**src/rtl/stopwatch_pkg.sv**
```systemverilog
// Shared types and constants for the stopwatch controller.
package stopwatch_pkg;

   typedef enum logic [1:0] {IDLE, RUN, PAUSE} state_t;

   localparam int unsigned DIG_W   = 4;
   localparam logic [3:0]  BCD_MAX = 4'd9;

endpackage

```
**src/rtl/bcd_digit.sv**
```systemverilog
// One BCD digit of the stopwatch count; carry ripples to the next digit.
module bcd_digit
   import stopwatch_pkg::*;
(
   input  logic             clk,
   input  logic             rst,
   input  logic             clr,
   input  logic             inc,
   output logic [DIG_W-1:0] digit,
   output logic             carry
);

   always_ff @(posedge clk or negedge rst) begin
      if (!rst) begin
         digit <= '0;
      end else if (clr) begin
         digit <= '0;
      end else if (inc) begin
         digit <= (digit == BCD_MAX) ? '0 : digit + 4'd1;
      end
   end

   assign carry = inc & (digit == BCD_MAX);

endmodule

```
**src/rtl/stopwatch_ctrl.sv**
```systemverilog
// Start/stop/clear stopwatch: button edge detect, control FSM, sticky overflow
// and an NDIG-digit BCD carry chain.
module stopwatch_ctrl
   import stopwatch_pkg::*;
#(
   parameter int unsigned NDIG = 4
) (
   input  logic                  clk,
   input  logic                  rst,
   input  logic                  tic,
   input  logic                  btn_ss,
   input  logic                  btn_clr,
   output logic                  tick_en,
   output logic [DIG_W*NDIG-1:0] digits,
   output logic                  running,
   output logic                  overflow
);

   state_t            state;
   logic              ss_q, clr_q;
   logic              ss_press, clr_press;
   logic [NDIG-1:0]   inc;
   logic [NDIG-1:0]   carry;

   assign ss_press  = btn_ss & ~ss_q;
   assign clr_press = btn_clr & ~clr_q;

   // Clear beats everything; a stop press still counts its coincident tic.
   assign inc[0] = (state == RUN) & tic & ~clr_press;

   for (genvar i = 0; i < NDIG; i++) begin : g_dig
      bcd_digit u_dig (
         .clk   (clk),
         .rst   (rst),
         .clr   (clr_press),
         .inc   (inc[i]),
         .digit (digits[i*DIG_W +: DIG_W]),
         .carry (carry[i])
      );
      if (i > 0) begin : g_chain
         assign inc[i] = carry[i-1];
      end
   end

   always_ff @(posedge clk or negedge rst) begin
      if (!rst) begin
         state    <= IDLE;
         ss_q     <= 1'b0;
         clr_q    <= 1'b0;
         running  <= 1'b0;
         tick_en  <= 1'b0;
         overflow <= 1'b0;
      end else begin
         ss_q  <= btn_ss;
         clr_q <= btn_clr;
         if (clr_press) begin
            state    <= IDLE;
            running  <= 1'b0;
            tick_en  <= 1'b0;
            overflow <= 1'b0;
         end else begin
            if (carry[NDIG-1]) begin
               overflow <= 1'b1;
            end
            if (ss_press) begin
               case (state)
                  RUN: begin
                     state   <= PAUSE;
                     running <= 1'b0;
                     tick_en <= 1'b0;
                  end
                  default: begin
                     state   <= RUN;
                     running <= 1'b1;
                     tick_en <= 1'b1;
                  end
               endcase
            end
         end
      end
   end

endmodule

```
**config.mk**
```make
export PLATFORM = sky130hd
export DESIGN_NAME = stopwatch_ctrl
export DESIGN_NICKNAME = d
export VERILOG_FILES = /design/src/rtl/stopwatch_pkg.sv /design/src/rtl/bcd_digit.sv /design/src/rtl/stopwatch_ctrl.sv
export SDC_FILE = /design/constraint.sdc
export NUM_CORES = 1
export LEC_CHECK = 0
export BUFFER_PORTS_ARGS = -buffer_cell sky130_fd_sc_hd__buf_2
export CORE_AREA = 10 10 74 76
export DETAILED_ROUTE_END_ITERATION = 12
export DIE_AREA = 0 0 84 86
export SLEW_MARGIN = 0
export SYNTH_ARGS = -nofsm -noshare
export SYNTH_HDL_FRONTEND = slang
export SYNTH_SLANG_ARGS = --single-unit
export TNS_END_PERCENT = 100
```
**constraint.sdc**
```tcl
create_clock -name clk -period 2.4 [get_ports clk]
set_clock_uncertainty 0.05 [all_clocks]
set_input_delay 0 -clock clk [delete_from_list [all_inputs] [get_ports clk]]
set_output_delay 0 -clock clk [all_outputs]
set_load 0.005 [all_outputs]
```
==> metrics <==
DRT iter0 DRCs=74; Overflow after GRT=0; CP startpoint kind=flop; number of synthesized register bits=21; top area cells in the synthesized netlist=dfrtp_1, ha_1, a21oi_1; fmax=0.520 GHz; critical path peak fanout=10; synthesized area=1170 um^2; combinational power share=10.5%; share of layout cells above drive strength 1=23.3%; DRT Pass-1 Iters=4; final setup vio count=0; Avg WL per Cell=13.4 um; PortBufs=23; Post-synth EDFFs=0; CP arrival=2.06 ns; CTS tree=yes; Mapped Avg Cell Area=9.64 um^2; Die Wd=84 um; layer with the highest usage=met2; Worst path slowest cell=or4_1; CP bufs+invs=1; post-synthesis compound-gate area fraction=14.5%; Layout area overhead=19.7%; Slew @ Worst Pin=0.561 ns; std cell rows=23; M2 GR Usage=12.5%; share of the synthesized area in the top cell type=45.1%; worst path required time=2.53 ns; Synth Area in XOR/XNOR=1.50%; mux contribution to synthesized area=0%; unrepaired setup endpoints after global routing=false; Main synth FF type=dfrtp_1; Clock transition at path regs=0.08 ns; Max Slew Vio Count=0; first-pass GRT wire length=4600 um; clk sinks=21; Std-Cell Core Area=3970 um^2; IO Count=24; largest net degree at the start of global routing=22; Die ar.=7220 um^2; initial antenna violation count=0; syn nets=132; Root Driver=clkbuf_8; DRC viols=0; Nets=158; setup TNS=0 ns; switching pwr=0.179 mW; Top delay family on crit path=simple AND/OR/NAND/NOR gates; Leakage=0.654 nW; Post-Synth Adder-Cell Area=6.44%; vias per cell=4.99; Syn. warnings=0; Final period util=80.1%; ANT nets after route=0; switch share=25.7%; crit-path cells=inv_1 -> ha_1 -> and4b_1 -> nand4_4 -> or4_1 -> a21oi_1; Min Hold Slack=0.146 ns; Pint=0.516 mW; Yosys top cell by area=dfrtp_1; grt met3 use=3.12%; CP Capture Type=flop; Reg power frac=55.1%; DPL Wire Length=1960 um; library cells used by synthesis=36; largest family of logic cells by synthesized area=simple AND/OR/NAND/NOR gates; vias in the first global route=994; initial core utilization=29.4%; Final Wtd Congestion=0.838; Cells after Synth=121; WL final=2630 um; Die Height=86 um; Max Root-Sink Buffers=2; CP max stage delay=0.52 ns; Final Hold Vio Count=0; crit path kind=reg -> reg; worst hold path type=in -> reg; clock latency on the worst-skew pair=0.26 ns; clock share of power=34.3%; PwrDens=497 nW/um^2; Rel. slew slack=62.5%; total track usage=7.44%; max-cap violations=0; status=finished clean; sequential area share after synthesis=45.1%; Period minus WS final=1.92 ns; Worst VDD drop=0.273 mV; Post-Synth Simple-Gate Area=28.0%; asr flop ratio synth=100%; diode count=0; TritonCTS Buffers=3; met1 GRT Util=8.74%; Max H-tree Level=1; via count=978
==> tightest hold or removal path: stages <==
cell and delay (ns):
buf_2 0.11, nand3b_1 0.10, nor3_1 0.08, nand2_1 0.06, o21ai_0 0.07
==> registers in the layout (all words and copies together), names as in the netlist <==
signal	count
ss_q	1
clr_q	1
g_dig.u_dig.digit	16
state	2
overflow	1
==> worst paths after layout <==
path / startpoint / to / slack, ns / depth (start not counted)
max: g_dig[1].u_dig.digit[1] / g_dig[3].u_dig.digit[0] / 0.48 / 6
min: tic / g_dig[1].u_dig.digit[0] / 0.15 / 5
max reg2reg: g_dig[1].u_dig.digit[1] / g_dig[3].u_dig.digit[0] / 0.48 / 6
min reg2reg: overflow / overflow / 0.46 / 2
max in group asynchronous: rst / overflow / 1.80 / 2
min in group asynchronous: rst / g_dig[0].u_dig.digit[3] / 0.17 / 2
==> per-layer routing <==
metal,share of wire (%),vias up
met5,0,-
met4,0.42,0
met3,7.0,2
met2,45,26
met1,47,459
li1,-,491
==> stage by stage <==
stage          std cells  setup slack [ns]  area (um^2)  total power [mW]  utilization [%]
5_1_grt              196             0.303         1400             0.738             35.2
4_1_cts              196             0.462         1400             0.708             35.2
2_1_floorplan        121             0.647         1170             0.431                -
3_3_place_gp         189             0.591         1320             0.459             33.2
3_5_place_dp         189             0.493         1320             0.461             33.2
6_report             196             0.478         1400             0.694             35.2
==> cell type report <==
cell class / instances / area (um^2)
clock inverter: 1 / 7.51
sequential: 21 / 526
clock buffer: 3 / 41.3
tap: 50 / 62.6
fill: 424 / 2570
inverter: 5 / 18.8
timing repair buffer: 27 / 153
multi-input combinational: 89 / 588
==> repair_timing <==
action | in CTS | in global routing
resized for setup | 0 | 0
hold buffers | 3 | 0
buffers inserted | 0 | 0
endpoints found under the setup margin | 0 | 0
hold endpoints to repair | 23 | 0
==> power by group through the flow <==
stage	Combinational (mW)	Clock (mW)	Sequential, mW
final	0.0732	0.238	0.383
after global routing	0.0849	0.266	0.387
after CTS	0.0751	0.250	0.383
after detailed placement	0.0712	0	0.390
after global placement	0.0704	0	0.389
after floorplan	0.0429	0	0.388
==> logic make-up (layout without fill, tap and decap cells) <==
logic type | after synthesis | in the layout
flops | 21 | 21
simple gates | 52 | 52
buf+inv | 11 | 36
xor+xnor | 2 | 2
fa+ha+maj | 6 | 6
compound gates | 29 | 29
==> placed cells by master, fill, tap and decap left out, types with 5 or more instances in the layout <==
master / instances
nor2_1: 6
buf_2: 23
a21oi_1: 10
o21ai_0: 8
nand2_1: 10
inv_1: 5
nand3_1: 7
ha_1: 6
dfrtp_1: 21
==> cells in the mapped netlist (2+ instances only) <==
| master | instances |
|---|---|
| or4_1 | 3 |
| o31ai_1 | 2 |
| a21oi_1 | 10 |
| and3b_1 | 3 |
| ha_1 | 6 |
| nand2b_1 | 2 |
| clkbuf_1 | 3 |
| o21ai_0 | 8 |
| dfrtp_1 | 21 |
| nor2_1 | 6 |
| nand3_1 | 7 |
| a31oi_1 | 4 |
| nor3b_1 | 2 |
| nand3b_1 | 4 |
| nor2b_1 | 3 |
| nor3_1 | 2 |
| xnor2_1 | 2 |
| inv_1 | 5 |
| buf_4 | 2 |
| nand2_1 | 10 |
(Power assumes the default switching activity.)
